==> src/rtl/serial_add_ctrl.sv <==
// serial_add_ctrl: bit-serial adder that reuses one full adder, LSB first.
// An add takes WIDTH RUN cycles plus a one-cycle DONE pulse. A new add can
// be started during that DONE cycle.

module fulladdder (
    input  logic In1,
    input  logic In2,
    input  logic Cin,
    output logic Sum,
    output logic Cout
);
    assign Sum  = In1 ^ In2 ^ Cin;
    assign Cout = (In1 & In2) | (Cin & (In1 ^ In2));
endmodule

module serial_add_ctrl #(
    parameter int WIDTH = 8,
    parameter int CNT_W = 6
) (
    input  logic             Clk,
    input  logic             Rst,
    input  logic             Start,
    input  logic [WIDTH-1:0] A,
    input  logic [WIDTH-1:0] B,
    input  logic             CinIn,
    output logic             Busy,
    output logic             Done,
    output logic [WIDTH-1:0] Sum,
    output logic             Cout
);
    typedef enum logic [1:0] {IDLE, RUN, DONE} state_t;

    state_t           state;
    logic [WIDTH-1:0] a_sh, b_sh, acc, acc_nxt;
    logic             carry;
    logic [CNT_W-1:0] cnt;
    logic             fa_sum, fa_cout;

    fulladdder u_fa (
        .In1  (a_sh[0]),
        .In2  (b_sh[0]),
        .Cin  (carry),
        .Sum  (fa_sum),
        .Cout (fa_cout)
    );

    // Result bits enter at the MSB and walk down, so after WIDTH steps the
    // first (LSB) result bit sits at bit 0. Written as a shift so that
    // WIDTH=1 needs no special case.
    always_comb begin
        acc_nxt = WIDTH'({fa_sum, acc} >> 1);
    end

    // Sequencer: load on Start in IDLE/DONE, one bit per RUN edge, pulse Done.
    always_ff @(posedge Clk) begin
        if (Rst) begin
            state <= IDLE;
            Busy  <= 1'b0;
            Done  <= 1'b0;
            Sum   <= '0;
            Cout  <= 1'b0;
            a_sh  <= '0;
            b_sh  <= '0;
            acc   <= '0;
            carry <= 1'b0;
            cnt   <= '0;
        end else begin
            case (state)
                IDLE, DONE: begin
                    Done <= 1'b0;
                    if (Start) begin
                        a_sh  <= A;
                        b_sh  <= B;
                        carry <= CinIn;
                        cnt   <= '0;
                        Busy  <= 1'b1;
                        state <= RUN;
                    end else begin
                        Busy  <= 1'b0;
                        state <= IDLE;
                    end
                end
                RUN: begin
                    // Start is deliberately ignored here; operands stay latched.
                    carry <= fa_cout;
                    acc   <= acc_nxt;
                    a_sh  <= a_sh >> 1;
                    b_sh  <= b_sh >> 1;
                    cnt   <= cnt + 1'b1;
                    if (cnt == CNT_W'(WIDTH - 1)) begin
                        Sum   <= acc_nxt;
                        Cout  <= fa_cout;
                        Done  <= 1'b1;
                        Busy  <= 1'b0;
                        state <= DONE;
                    end
                end
                default: begin
                    Busy  <= 1'b0;
                    Done  <= 1'b0;
                    state <= IDLE;
                end
            endcase
        end
    end
endmodule

==> config.mk <==
export PLATFORM = sky130hd
export DESIGN_NAME = serial_add_ctrl
export DESIGN_NICKNAME = d
export VERILOG_FILES = /design/src/rtl/serial_add_ctrl.sv
export SDC_FILE = /design/constraint.sdc
export NUM_CORES = 1
export LEC_CHECK = 0
export CORE_MARGIN = 2
export CORE_UTILIZATION = 30
export DETAILED_ROUTE_END_ITERATION = 8
export HOLD_SLACK_MARGIN = 0.05
export PLACE_DENSITY = 0.5
export SYNTH_ARGS = -nofsm -noshare
export SYNTH_HDL_FRONTEND = slang
export SYNTH_SLANG_ARGS = --single-unit
==> constraint.sdc <==
create_clock -name Clk -period 3.2 [get_ports Clk]
set_input_delay 0.8 -clock Clk [delete_from_list [all_inputs] [get_ports Clk]]
set_output_delay 0.8 -clock Clk [all_outputs]
set_load 0.1 [all_outputs]
# Word-level counts from Yosys, hierarchy flattened

Cells that the tools add are included.
W data, S select, Z words.

Flip-flop bits (word level): 44
Bits of input ports: 20
Output and inout port bits: 11
Logic and storage cells: 42

$add $sub $neg: 1
Eq/ne operators: 5
Muxes and demuxes: 14
Bitwise logic cells: 6
Reductions and logical operators: 6

Operators by type and width:

| operator              | number |
|---|---|
| $pmux W8 S2           | 2 |
| $mux W8               | 2 |
| $pmux W6 S2           | 1 |
| $add A6 B1 Y6 const B | 1 |
| $eq A6 B3 Y1 const B  | 1 |
| $mux W6               | 1 |
| $mux W1               | 4 |
| $ne A2 B2 Y1 const B  | 2 |
| $pmux W1 S2           | 2 |
| $pmux W2 S2           | 1 |
| $reduce_and A2 Y1     | 2 |
| $reduce_or A2 Y1      | 2 |
| $and A1 B1 Y1         | 2 |
| $eq A2 B1 Y1 const B  | 1 |
| $eq A2 B2 Y1 const B  | 1 |
| $logic_not A2 Y1      | 1 |
| $mux W2               | 1 |
| $reduce_bool A2 Y1    | 1 |
| $xor A1 B1 Y1         | 2 |
| $not A1 Y1            | 1 |
| $or A1 B1 Y1          | 1 |

# Depth between registers and ports, before layout

Gate-level depths: netlist (run 1).

Word-level depth: 4
Gate-level depth with buffers: 5
Mapped depth without buffers: 4

# Modules after synthesis

Synthesis (run 1) repeated with hierarchy kept, for this count alone.

Cells, all modules: 201
Area total of the unflattened synthesis: 1727.9 um^2

By module, submodules not included:

| module          | instances | cells an instance | area each (um^2) | seq. area each (um^2) |
|---|---|---|---|---|
| serial_add_ctrl | 1         | 200               | 1707.9           | 860.8 |
| fulladdder      | 1         | 1                 | 20.0             | 0.0 |

# Worst setup path after synthesis (run 1)

No wires, ideal clock.

Kind: register -> output
From: reg Cout
To: out Cout
Arrival: 925 ps
Required time: 2400 ps
Setup slack: 1475 ps
Stages on the path, launching flop included: 1
Path buffers: 0
Cells stage by stage: dfxtp_1

RTL lines:

| item                     | RTL line | RTL |
|---|---|---|
| start: declaration       | 29       | `output logic Cout` |
| start signal: assignment | 92       | `Cout <= fa_cout;` |

No word-level cell between the ends.

==> results of run 1 <==
==> power groups by stage <==
| stage | clock (mW) | combinational (mW) | sequential, mW |
|---|---|---|---|
| final | 0.406 | 0.122 | 0.566 |
| after global placement | 0 | 0.124 | 0.578 |
| after global routing | 0.437 | 0.136 | 0.568 |
| after CTS | 0.422 | 0.124 | 0.566 |
| after detailed placement | 0 | 0.123 | 0.579 |
| after floorplan | 0 | 0.0713 | 0.582 |
==> how the worst max path moves through the flow <==
stage	from	to	depth (start not counted)
after floorplan	Cout	Cout	0
after global placement	Rst	Sum[6]	4
after detailed placement	Rst	Cout	4
after CTS	Rst	Cout	4
after global routing	Rst	Sum[0]	4
final	Rst	Cout	4
==> placed cells by master, fill, tap and decap left out, types with 2 or more instances in the layout <==
cell / Yosys / final
mux2i_1: 9 / 9
mux2_2: 2 / 2
nor2_1: 3 / 3
clkbuf_8: 0 / 5
o211ai_1: 2 / 2
clkdlybuf4s50_1: 0 / 19
dfxtp_1: 43 / 43
nand2_1: 18 / 18
a21oi_1: 30 / 30
buf_4: 0 / 17
a22oi_1: 15 / 15
nand2b_1: 21 / 21
nand3_1: 24 / 24
==> sequential cells by signal, indices dropped and copies added (netlist names) <==
name and count:
state 2, acc 7, cnt 6, carry 1, Cout 1, Sum 8, b_sh 8, Done 1
a_sh 8, Busy 1
==> routing by layer <==
layer,up-vias,global-route usage (%),share of wire [%]
met4,0,5.08,1.5
met3,7,3.67,6.4
met2,46,19.8,44
met1,696,15.7,48
li1,750,-,-
met5,-,0,0
==> cell type report <==
cell class                 instances  area share [%]
clock buffer                       6            3.26
clock inverter                     1            1.35
multi-input combinational        139            38.3
sequential                        43            38.6
tap                               75            4.21
timing repair buffer              36            14.3
==> worst min-delay path, cell delays in order (launching register included) <==
cell     delay (ps)
dfxtp_1         310
nand2_1          50
a21oi_1          50
==> cells by family (layout without fill, tap and decap cells) <==
logic type | Yosys count | count (layout)
buffers and inverters | 17 | 43
AO/OA/AOI/OAI | 51 | 51
AND/OR/NAND/NOR | 75 | 75
adder cells (fa/ha/maj) | 2 | 2
flip-flops | 43 | 43
multiplexers | 11 | 11
==> metrics by stage <==
step	hold slack, ps	power (mW)	setup slack, ps	util, %	cell area [um^2]
detailed placement	453	0.702	839	36.3	2130
global route	478	1.14	1070	38.1	2230
global placement	451	0.703	847	36.3	2130
floorplan	437	0.653	1470	-	1790
finish	459	1.09	1190	38.1	2230
CTS	464	1.11	1140	38.1	2230
==> out/metrics.yaml, run 1 <==
p_int_mw: 0.837
firstDrtPassIters: 4
critical-path-max-stage-delay_ps: 780
post_cts_buffers: 0
relSlewSlack_pct: 36.6
critPathRequiredTime_ps: 3350
stdcell_count: 300
cts_root_buf: "clkbuf_8"
fillerInstances: 611
antenna_found_initial: 0
timing.final.crit_period_ps: 2010
pwr-share-comb_pct: 11.2
vias: 1499
path_cells: "clkdlybuf4s50_1, buf_4, nand2b_1, mux2i_1"
dp_hpwl_um: 2440
syn_nets: 221
arrival_ps: 2160
avgViaCountPerCell: 5.00
min_delay_path_depth: 2
setup_viol: 0
postCtsHoldBufs: 0
synth_area_leaders: "dfxtp_1, a21oi_1, nand2b_1, nand3_1, a22oi_1"
gp_congestion: 0.766
whs_endpoint: "acc[1]"
crit_buf_inv: 2
worstMarginPinSlew_ps: 946
muxShareOfSynthArea_pct: 6.29
wl_per_cell_um: 12.6
skew_ps: 7.08
syn_area_um2: 1790
numCtsBuffers: 5
yosys.area_share.simple_pct: 22.4
multi_input_area_um2: 853
r2r_start: "cnt[0]"
grt_first_pass_wirelength_um: 6350
h-tree-depth: 2
synthXorXnorAreaFrac_pct: 0
ys_seq_elements: 43
start_util_pct: 30.6
cts_tree: "built"
synth-adder-area-share_pct: 1.82
yosysTopAreaCell: "dfxtp_1"
synth_edf_count: 0
num_rows: 28
fmax_ghz: 0.496
nets: 247
core-area_um2: 5850
yosysMostFrequentCell: "dfxtp_1"
cts_buffer_depth: 2
cp_slowest_cell: "clkdlybuf4s50_1"
ctsResizeCount: 0
r2r-end: "Sum[3]"
dp.cells: 293
final_antenna_net_count: 0
overflow: 0
dieWidth_um: 81.3
ys_types: 28
async_flop_share_pct: 0
p_leak_nw: 0.765
setup_tns_ps: 0
status: "finished clean"
hp-class: "reg -> reg"
slew_viol_final: 0
maxCapViolCount: 0
path_class: "in -> reg"
yosys_warnings: 0
pwr-share-seq_pct: 51.7
cp-start-kind: "input port"
syn_to_final_growth_pct: 24.5
cts.sink_count: 43
io_pins: 31
die_area_um2: 6600
cp_max_fo: 27
switching_share_pct: 23.5
synth_common_cells: "dfxtp_1, a21oi_1, nand3_1"
hp-start: "acc[1]"
cpLargestDelayFamily: "buffers and inverters"
r2r_slack_ps: 1330
rr_worst_depth: 4
path_clk_slew_ps: 70
regArea_um2: 861
grt_max_degree: 34
clock_latency_ps: 300
fin_crit_sh_pct: 63.0
drive_gt1_share_pct: 13.3
ys.flop_type: "dfxtp_1"
crit_path_end_kind: "flip-flop"
syn_inst: 199
synth_top_family_by_area: "simple AND/OR/NAND/NOR gates"
p_per_area_nw_per_um2: 491
grt_pass1_vias: 1394
n_antenna_cell: 0
drtIter0Drc: 93
hold_violations: 0
route.detailed.drc: 0
grt.total_usage_pct: 12.4
power_frac_clock_pct: 37.1
routed_wl_um: 3770
portBuffers: 30
grt_setup_unrepaired: "false"
vdd_ir_drop_max_mv: 0.171
p_switching_mw: 0.257
synth_compound_area_share_pct: 17.0
ys_seq_area_share_pct: 48.1
die_y_um: 81.3
synth_top_area_share_pct: 48.1
synth.avg_cell_area_um2: 9.00
(Power assumes the default switching activity.)
==> inputs of run 2 (changes only) <==
clock period = 1.9 ns   (was 3.2 ns; I/O delays follow)
==> run 2 against run 1 <==
Die area is the same. Hold slack improved by 2.7 ps. Critical path depth grew 1. Power rose by 65%. Routed wire length down 0.87%. Clock power is 53% higher. Global-route usage up 0.28 points. Sequential power grew 69%. Non-clock buffer count rose by 4. Worst setup slack worse by 770 ps. Combinational power increased by 85%. Final area rose by 8.5%. Critical path type unchanged. Largest cell class unchanged.
==> out/metrics.yaml, run 2 (synthesis results as in run 1) <==
dp_hpwl_um: 2440
ctsResizeCount: 0
die_y_um: 81.3
r2r_slack_ps: 440
path_cells: "clkdlybuf4s50_1, nor2b_1, buf_4, a22oi_1, a21oi_1"
routed_wl_um: 3740
reg.largest.list: "Sum (8), a_sh (8), b_sh (8)"
status: "finished clean"
final_util_pct: 41.3
path_class: "in -> reg"
cp_max_fo: 17
start_util_pct: 30.6
hp-class: "reg -> reg"
io_pins: 31
setup_viol: 0
cpLargestDelayFamily: "buffers and inverters"
use_met1_pct: 16.0
firstDrtPassIters: 4
cp-start-kind: "input port"
path_clk_slew_ps: 80
grt.total_usage_pct: 12.7
cts_buffer_depth: 2
avgViaCountPerCell: 4.87
grt.met3_usage_pct: 3.78
r2r-end: "cnt[2]"
grt_first_pass_wirelength_um: 6460
num_rows: 28
crit_cells: 5
cp_slowest_cell: "clkdlybuf4s50_1"
pre_cts_ws_ps: 141
whs_ps: 462
fin_crit_sh_pct: 78.4
cts_tree: "built"
final_cell_mix: "dfxtp_1, a21oi_1, nand3_1, nand2b_1, clkdlybuf4s50_1"
overflow: 0
clock_latency_ps: 290
route.detailed.drc: 0
skew_ps: 3.14
crit_path_end_kind: "flip-flop"
rr_worst_depth: 3
portBuffers: 30
timing.final.crit_period_ps: 1490
p_leak_nw: 0.824
relSlewSlack_pct: 68.4
setup_tns_ps: 0
maxCapViolCount: 0
gr-usage-met2_pct: 20.4
vdd_ir_drop_max_mv: 0.298
worstMarginPinSlew_ps: 474
cts_root_buf: "clkbuf_8"
cts.sink_count: 43
endpoint: "a_sh[4]"
antenna_found_initial: 0
top_usage_layer: "met2"
hold_violations: 0
post_cts_buffers: 0
numCtsBuffers: 5
postCtsHoldBufs: 0
final_antenna_net_count: 0
r2r_start: "state[1]"
nets: 251
drtIter0Drc: 86
slew_viol_final: 0
crit_buf_inv: 2
wl_per_cell_um: 12.3
h-tree-depth: 2
dieWidth_um: 81.3
final_common_cell: "dfxtp_1"
syn_to_final_growth_pct: 35.1
grt_pass1_vias: 1395
drive_gt1_share_pct: 15.2
p_per_area_nw_per_um2: 745
setup_ws_ps: 411
cp-startpoint: "Start"
grt_max_degree: 37
grt_setup_unrepaired: "false"
critical-path-max-stage-delay_ps: 510
vias: 1484
core-area_um2: 5850
critPathRequiredTime_ps: 2130
arrival_ps: 1720
n_antenna_cell: 0
die_area_um2: 6600
gp_congestion: 0.756
fmax_ghz: 0.671
run 2: final cells by class:
type / count / area (um^2)
Clock buffer: 8 / 100
Fill cell: 575 / 3430
Multi-Input combinational cell: 139 / 853
Sequential cell: 43 / 861
Tap cell: 75 / 93.8
Timing Repair Buffer: 40 / 510
run 2: worst min-delay path by stage:
| stage | from | to | slack [ps] | cells after the start |
|---|---|---|---|---|
| 3_5_place_dp | acc[1] | acc[1] | 450 | 2 |
| 5_1_grt | b_sh[5] | b_sh[5] | 490 | 2 |
| 4_1_cts | acc[1] | acc[1] | 460 | 2 |
| 3_3_place_gp | acc[1] | acc[1] | 450 | 2 |
| 2_1_floorplan | acc[1] | acc[1] | 440 | 2 |
| 6_report | acc[1] | acc[1] | 460 | 2 |
run 2: per-stage QoR:
step	power, mW	std cells	cell area (um^2)
6_report	1.80	305	2420
5_1_grt	1.90	305	2420
4_1_cts	1.83	305	2420
3_5_place_dp	1.20	297	2320
3_3_place_gp	1.20	297	2320
2_1_floorplan	1.10	199	1790
run 2: worst reg2reg max path, stage by stage (launching register included):
cell and delay, ps:
dfxtp_1 340, nand2b_1 410, mux2_2 400, a211oi_1 230
run 2: per-layer routing:
metal / vias up / share of wire [%]
met5: - / 0
met4: 0 / 1.5
met3: 5 / 4.3
met2: 33 / 44
met1: 686 / 50
li1: 760 / -
run 2: report_power, final:
group	internal (mW)	total (mW)	switching (mW)
Clock	0.332	0.622	0.291
Sequential	0.933	0.954	0.0202
Combinational	0.107	0.226	0.119
Total	1.37	1.80	0.430
==> inputs of run 3 (changes only) <==
clock period = 1.4 ns   (was 1.9 ns; I/O delays follow)
==> run 3 against run 2 <==
Worst setup slack worse by 350 ps. Clock power increased by 24%. Final cell count up 3.6%. Sequential power is 36% higher. First-iteration DRC count shrank 33%. Die area is the same. Critical path type is now reg -> reg. Largest power group unchanged. Highest routed layer unchanged.
==> out/metrics.yaml, run 3 (synthesis results as in run 1) <==
crit_path_end_kind: "flip-flop"
maxCapViolCount: 0
gp_congestion: 0.748
grt_pass1_vias: 1415
avgViaCountPerCell: 4.81
fin_crit_sh_pct: 95.7
nets: 262
path_clk_slew_ps: 80
overflow: 0
dieWidth_um: 81.3
route.detailed.drc: 0
worstMarginPinSlew_ps: 371
final_antenna_net_count: 0
grt.total_usage_pct: 12.5
vdd_ir_drop_max_mv: 0.347
grt_setup_unrepaired: "true"
report.power.total_mw: 2.39
antenna_found_initial: 0
cts_root_buf: "clkbuf_8"
postCtsHoldBufs: 0
clock_latency_ps: 290
dp_hpwl_um: 2520
post_cts_buffers: 0
num_rows: 28
firstDrtPassIters: 4
hold_violations: 0
reg.largest.list: "Sum (8), a_sh (8), b_sh (8)"
syn_to_final_growth_pct: 39.8
routed_wl_um: 3880
stdcell_count: 316
cts.sink_count: 43
vias: 1521
drive_gt1_share_pct: 20.7
cp-start-kind: "flip-flop"
relSlewSlack_pct: 75.2
n_antenna_cell: 0
skew_ps: 5.11
die_area_um2: 6600
r2r_slack_ps: 60
core-area_um2: 5850
path_class: "reg -> reg"
setup_viol: 0
whs_ps: 454
die_y_um: 81.3
grt_max_degree: 29
slew_viol_final: 0
start_util_pct: 30.6
top_usage_layer: "met2"
gr-usage-met2_pct: 21.7
setup_tns_ps: 0
critPathRequiredTime_ps: 1630
p_per_area_nw_per_um2: 955
grt.met3_usage_pct: 3.67
wl_per_cell_um: 12.3
final_common_cell: "dfxtp_1"
hp-class: "reg -> reg"
cp_max_fo: 4
cts_buffer_depth: 2
grt_first_pass_wirelength_um: 6310
numCtsBuffers: 5
final_cell_mix: "dfxtp_1, a21oi_1, nand3_1, nand2b_1, clkdlybuf4s50_1"
cts_tree: "built"
timing.final.crit_period_ps: 1340
io_pins: 31
h-tree-depth: 2
dp.cells: 307
drtIter0Drc: 58
p_leak_nw: 0.866
fmax_ghz: 0.746
arrival_ps: 1570
portBuffers: 30
use_met1_pct: 14.6
status: "finished clean"
-- run 3: cell count changes in the layout (fill, tap and decap cells not counted), sizes merged --
cell | before | now
clkbuf | 8 | 6
clkinv | 0 | 1
clkinvlp | 0 | 1
buf | 21 | 32
-- run 3: per-layer routing --
metal	wire (um)	vias to the layer above	part of all wire (%)
met5	0	-	0
met4	57	0	1.5
met3	156	6	4.0
met2	1810	32	47
met1	1860	700	48
li1	-	783	-
-- run 3: worst paths after layout --
kind / start / end / depth (start not counted)
max reg2reg: cnt[3] / Sum[4] / 4
min reg2reg: acc[1] / acc[1] / 2
min: acc[1] / acc[1] / 2
max: cnt[3] / Sum[4] / 4
-- run 3: worst max-delay path, cell delays in order (launching register included) --
cell and delay, ps:
dfxtp_1 320, or3_4 400, nor3_4 170, buf_2 210, mux2i_1 180
-- run 3: cell type report --
class / instances / area [um^2]
Clock buffer: 6 / 72.6
Fill cell: 590 / 3350
Tap cell: 75 / 93.8
Sequential cell: 43 / 863
Timing Repair Buffer: 51 / 586
Multi-Input combinational cell: 139 / 875
Clock inverter: 2 / 12.5
-- run 3: timing repair --
item	in CTS	in global routing
gates resized for setup	0	8
hold endpoints to repair	0	0
setup endpoints to repair	0	22
-- run 3: power by group --
| group | leakage, nW | internal, mW | switching [mW] |
|---|---|---|---|
| Clock | 0.0412 | 0.349 | 0.422 |
| Combinational | 0.474 | 0.159 | 0.164 |
| Sequential | 0.351 | 1.27 | 0.0280 |
| Total | 0.866 | 1.78 | 0.614 |
-- run 3: stage by stage --
stage               utilization [%]  instance area, um^2  setup slack [ps]
CTS                            42.2                 2470              14.3
detailed placement             40.7                 2380              -244
global placement               40.7                 2380              -209
floorplan                         -                 1790              62.8
global route                   42.8                 2500             -21.5
finish                         42.8                 2500              60.4
